`src/rtl/square_motion_ctrl.sv`:
```
// Frame-rate motion scheduler for the bouncing test square.
// Detects the first pixel of vertical blanking and, on that tick, updates
// X then Y in two consecutive cycles so the square never tears mid-frame.
module square_motion_ctrl #(
    parameter int unsigned CORDW  = 10,
    parameter int unsigned H_RES  = 640,
    parameter int unsigned V_RES  = 480,
    parameter int unsigned Q_SIZE = 32,
    parameter int unsigned SPEED  = 1
) (
    input  logic             clk_pix,
    input  logic             rst_n,
    input  logic [CORDW-1:0] sx,
    input  logic [CORDW-1:0] sy,
    input  logic             run,
    input  logic             step,
    output logic [CORDW-1:0] qx,
    output logic [CORDW-1:0] qy,
    output logic             q_draw,
    output logic             busy,
    output logic             step_done,
    output logic [15:0]      frame_cnt
);

    localparam int unsigned AW = CORDW + 1;
    localparam logic [CORDW-1:0] X_MAX = CORDW'(H_RES - Q_SIZE);
    localparam logic [CORDW-1:0] Y_MAX = CORDW'(V_RES - Q_SIZE);
    localparam logic [AW-1:0]    SPD   = AW'(SPEED);
    localparam logic [AW-1:0]    QSZ   = AW'(Q_SIZE);

    typedef enum logic [1:0] {WAIT, UPD_X, UPD_Y, DONE} state_t;

    state_t           state, state_next;
    logic             tick;
    logic             step_pend;
    logic             from_step;
    logic             dx, dy;
    logic             start_c, upd_x_c, upd_y_c, busy_nxt_c, step_done_nxt_c;
    logic [CORDW:0]   nx_c, ny_c;
    logic             inside_c;

    // One axis move with edge clamp and direction flip; returns {dir, pos}
    function automatic logic [CORDW:0] bounce(input logic [CORDW-1:0] pos,
                                              input logic             dir,
                                              input logic [CORDW-1:0] lim);
        logic [AW-1:0] p;
        logic [AW-1:0] sum;
        p   = AW'(pos);
        sum = p + SPD;
        if (dir) begin
            if (sum > AW'(lim)) bounce = {1'b0, lim};
            else                bounce = {1'b1, sum[CORDW-1:0]};
        end else begin
            if (p < SPD)        bounce = {1'b1, {CORDW{1'b0}}};
            else                bounce = {1'b0, CORDW'(p - SPD)};
        end
    endfunction

    // Registered frame tick at the first pixel of vertical blanking, plus frame counter
    always_ff @(posedge clk_pix or negedge rst_n) begin
        if (!rst_n) begin
            tick      <= 1'b0;
            frame_cnt <= 16'd0;
        end else begin
            tick <= (sy == CORDW'(V_RES)) && (sx == {CORDW{1'b0}});
            if (tick) frame_cnt <= frame_cnt + 16'd1;
        end
    end

    // State register
    always_ff @(posedge clk_pix or negedge rst_n) begin
        if (!rst_n) state <= WAIT;
        else        state <= state_next;
    end

    // Next-state logic
    always_comb begin
        state_next = state;
        case (state)
            WAIT:    if (tick && (run || step_pend)) state_next = UPD_X;
            UPD_X:   state_next = UPD_Y;
            UPD_Y:   state_next = DONE;
            DONE:    state_next = WAIT;
            default: state_next = WAIT;
        endcase
    end

    // FSM decode: update strobes and next values of the registered flags
    always_comb begin
        start_c         = (state == WAIT) && (state_next == UPD_X);
        upd_x_c         = (state == UPD_X);
        upd_y_c         = (state == UPD_Y);
        busy_nxt_c      = (state_next == UPD_X) || (state_next == UPD_Y);
        step_done_nxt_c = (state_next == DONE) && from_step;
    end

    // Registered status flags, step latch and step-origin flag
    always_ff @(posedge clk_pix or negedge rst_n) begin
        if (!rst_n) begin
            busy      <= 1'b0;
            step_done <= 1'b0;
            step_pend <= 1'b0;
            from_step <= 1'b0;
        end else begin
            busy      <= busy_nxt_c;
            step_done <= step_done_nxt_c;
            step_pend <= step | (step_pend & ~start_c);
            if (start_c) from_step <= step_pend & ~run;
        end
    end

    // Candidate next positions for each axis
    always_comb begin
        nx_c = bounce(qx, dx, X_MAX);
        ny_c = bounce(qy, dy, Y_MAX);
    end

    // Position and direction registers, written only during the update states
    always_ff @(posedge clk_pix or negedge rst_n) begin
        if (!rst_n) begin
            qx <= '0;
            qy <= '0;
            dx <= 1'b1;
            dy <= 1'b1;
        end else begin
            if (upd_x_c) {dx, qx} <= nx_c;
            if (upd_y_c) {dy, qy} <= ny_c;
        end
    end

    // Square hit test on the current raster position
    always_comb begin
        inside_c = (AW'(sx) >= AW'(qx)) && (AW'(sx) < AW'(qx) + QSZ) &&
                   (AW'(sy) >= AW'(qy)) && (AW'(sy) < AW'(qy) + QSZ);
    end

    // Registered draw flag, one cycle behind the coordinates
    always_ff @(posedge clk_pix or negedge rst_n) begin
        if (!rst_n) q_draw <= 1'b0;
        else        q_draw <= inside_c;
    end

endmodule

```
`config.mk`:
```
export PLATFORM = sky130hd
export DESIGN_NAME = square_motion_ctrl
export DESIGN_NICKNAME = d
export VERILOG_FILES = /design/src/rtl/square_motion_ctrl.sv
export SDC_FILE = /design/constraint.sdc
export NUM_CORES = 1
export LEC_CHECK = 0
export CAP_MARGIN = 25
export CORE_MARGIN = 3
export CORE_UTILIZATION = 35
export CTS_CLUSTER_SIZE = 28
export DETAILED_ROUTE_END_ITERATION = 7
export SYNTH_ARGS = -nofsm -noshare
export SYNTH_HDL_FRONTEND = slang
export SYNTH_SLANG_ARGS = --single-unit
```
`constraint.sdc`:
```
create_clock -name clk_pix -period 4.9 [get_ports clk_pix]
set_input_delay 1.47 -clock clk_pix [delete_from_list [all_inputs] [get_ports clk_pix]]
set_output_delay 1.47 -clock clk_pix [all_outputs]
set_load 0.02 [all_outputs]
```
==> impl_results.md <==
* Pint at between 1 and 1.5 mW
* DR iter-0 viols at 178
* Max Root-Sink Buffers at 2
* Pins over their slew limit at 0
* CP Cell Sequence: clkdlybuf4s50_1 -> ha_1 -> nor2b_1 -> o21a_1 -> o21a_1 -> o21ai_0 -> a21oi_1 -> a2111oi_0 -> o211a_1
* Number of synthesized flops with an enable pin at 0
* Post-synthesis xor/xnor area fraction at between 6 and 7%
* Routed wire length at around 9600 um
* Core area at roughly 11,000 um^2
* Final layout net count at 574
* Critical hold path startpoint: from_step$_DFFE_PN0P_
* Total grt overflow at 0
* Max Cap Viol at 0
* Comb power frac at between 40% and 50%
* # IOs at 63
* Syn_area_per_cell at ~8.6 um^2
* Clk_lat worst skew at about 0.29 ns
* Min-Delay Path Depth at 2
* Net Sw Power at around 0.75 mW
* CTS sink count at 46
* Via Count at 3,475
* Gpl congestion at 0.836
* Initial Utilization at a little over a third
* Reg2reg end: qx[2]$_DFFE_PN0N_
* Slew margin rel. at approximately two fifths
* RSZ-0062 raised after global routing: no
* Synth Area in Simple Gates at between 20 and 25%
* Die ar. at 12,600 um^2
* CTS buffer count at 5
* WL/cell at 15.0 um
* Die W at ~110 um
* Maximum vdd ir drop at approximately 0.00026 V
* Port bufs at 62
* Leakage power at 2.05 nW
* DR pass1 iterations at 4
* Final Hold Vio Count at 0
* Hold buffer count at cts at 0
* Clk root buf: clkbuf_16
* Worst EP required at approximately 5.1 ns
* Vias in the first global route at about 3,600
* Seq/Total Area, Yosys at between 20% and 30%
* Mux share of post-synthesis cell area at 2.00%
* Register Area at between 1000 and 1500 um^2
* Place WS at between 1 and 1.5 ns
* Overall Global Routing Usage at between 10% and 20%
* Fin cells at ~650
* Reg2reg setup slack at a little over 2 ns
* Post-CTS Resized at 0
* Detailed-route DRC error count at 0
* H-tree Lvls at 2
* Synth unique cells at 62
* Top_reg_cell synth: dfrtp_1
* Synth Area in Compound Gates at around a fifth
* Largest family of logic cells by synthesized area: simple AND/OR/NAND/NOR gates
* Yosys warning total at 0
* Row count at 38
* Largest net degree at the start of global routing at 47
* ANT nets after route at 0
* Area of the multi-input gates at around 2500 um^2
* Worst hold path type: flop to flop
* Layout area overhead at 21.9%
* CP Launch Type: input port
* Top post-synthesis cells by area: dfrtp_1 28%, ha_1 15%, xnor2_1 5.8%
* Final TNS setup at 0 ns
* CTS tree: done
* Switching Share at 40.2%
* Inst Count DP at 637
* Vias per inst at approximately 5.4
* Fraction of the mapped netlist area in adder cells at between 10 and 15%
* Fin crit period at about 3.3 ns
* Critical Path AT at 3.55 ns
* Most common library cells after synthesis: 46 x ha_1, 44 x dfrtp_1, 38 x nand2_1, 35 x inv_1, 26 x xnor2_1
* P per Cell Area at just under 400 nW/um^2
* Most common cell in the netlist: ha_1
* Post-synth top area cell: dfrtp_1
* CP Launch Point: sx[1]
* Setup crit end kind: flop
* Sequential power share at 31.0%
* Critical Path Max Stage Delay at 0.43 ns
* Fin crit share at approximately two thirds
* Reg-to-reg startpoint: qx[0]$_DFFE_PN0N_
* FILL cells at ~1,100
* Initial antenna violation count at 0
* Final WS setup at about 1.6 ns
* DP Area at 4610 um^2
* Yosys top cell area share at 27.9%
* Setup violators final at 0
* Yosys reg bits at 46
* Post-DP HPWL at approximately 7300 um
* Crit-path most repeated cell: o21a_1
* Worst-path clk slew at 0.07 ns
* Worst-Margin Slew at 0.886 ns
* Critical Setup Path Class: input port to flop
* Status: completed
* Cells after Synth at around 460
* Maximum fanout along the worst path at 2
* Clock power share at a little under a quarter
* Die height at 112 um
* R2R cell count at 8
* Fmax at roughly 0.3 GHz
* Hold Path Sink: from_step$_DFFE_PN0P_
* Global-route wire length before repair at around 17,000 um
* Layout cells sized above 1 at around 5.9%
* Post-Syn Nets at about 530
* Post-CTS setup buffers at 0
* Synth Cell Area at approximately 3900 um^2
* Final Cell Area at around 4800 um^2
* Skew final at approximately 0.0061 ns
* Synth async-reset ratio at 100%
* Slowest CP cell: clkdlybuf4s50_1
* Antenna diodes at 0
==> cells in the final DEF, fill, tap and decap left out, types with 4 or more instances in the layout <==
cell type        instances
a211o_1                  4
a211oi_1                 4
a21o_1                  10
a21oi_1                 18
a22o_1                   4
a22oi_1                  4
a31oi_1                  8
and3_1                  11
clkbuf_16                5
clkdlybuf4s50_1         61
dfrtp_1                 44
ha_1                    46
inv_1                   35
nand2_1                 38
nand2b_1                 8
nand3_1                 24
nand4_1                 12
nor2_1                  22
nor2b_1                  9
nor3_1                  12
nor4_1                   4
o21ai_0                 21
o22ai_1                  4
o31ai_1                  5
or3_1                    4
xnor2_1                 26
==> metal layers <==
metal | global-route usage [%] | wire length, um | part of all wire, %
met1 | 20.4 | 4570 | 47
met2 | 27.1 | 4640 | 48
met3 | 2.21 | 334 | 3.5
met4 | 4.17 | 102 | 1.1
met5 | 0 | 0 | 0
==> layout make-up <==
class                   count  area share, %
clock buffers               5           2.60
repair buffers             63           13.0
flip-flops and latches     46           24.0
well taps                 140           3.65
clock inverters             3           1.43
inverters                  35           2.73
multi-input cells         353           52.6
==> worst max path at each step <==
stage                            end  slack (ns)
floorplan           q_draw$_DFF_PN0_        1.91
global placement    q_draw$_DFF_PN0_        1.30
detailed placement  q_draw$_DFF_PN0_        1.33
CTS                 q_draw$_DFF_PN0_        1.60
global route        q_draw$_DFF_PN0_        1.41
finish              q_draw$_DFF_PN0_        1.58
==> worst max-delay path: cells and delay by family <==
kind | cells | cell delay (ns)
AO/OA/AOI/OAI | 6 | 1.20
buffers and inverters | 1 | 0.43
AND/OR/NAND/NOR | 1 | 0.13
adder cells (fa/ha/maj) | 1 | 0.32
==> cells by family (layout without fill, tap and decap cells) <==
logic type / count (synthesis) / count (layout)
AO/OA/AOI/OAI: 108 / 108
XOR/XNOR: 30 / 30
multiplexers: 7 / 7
AND/OR/NAND/NOR: 162 / 162
flip-flops: 46 / 46
adder cells (fa/ha/maj): 46 / 46
buffers and inverters: 59 / 106
==> registers in the layout (all words and copies together), names as in the netlist, 2 cells and up <==
register,flops
state,2
qx,10
frame_cnt,16
qy,10
==> power groups by stage <==
stage	sequential [mW]	clock [mW]	combinational, mW
after floorplan	0.570	0	0.599
final	0.579	0.446	0.845
after global routing	0.596	0.471	0.958
after CTS	0.577	0.459	0.848
after global placement	0.580	0	0.818
after detailed placement	0.584	0	0.843
==> per-stage QoR <==
step | utilization [%] | hold WS [ns] | power (mW)
after global routing | 43.9 | 0.501 | 2.02
after CTS | 43.9 | 0.479 | 1.88
final | 43.9 | 0.473 | 1.87
after floorplan | - | 0.442 | 1.17
after global placement | 42.2 | 0.454 | 1.40
after detailed placement | 42.2 | 0.464 | 1.43
(Power assumes the default switching activity.)
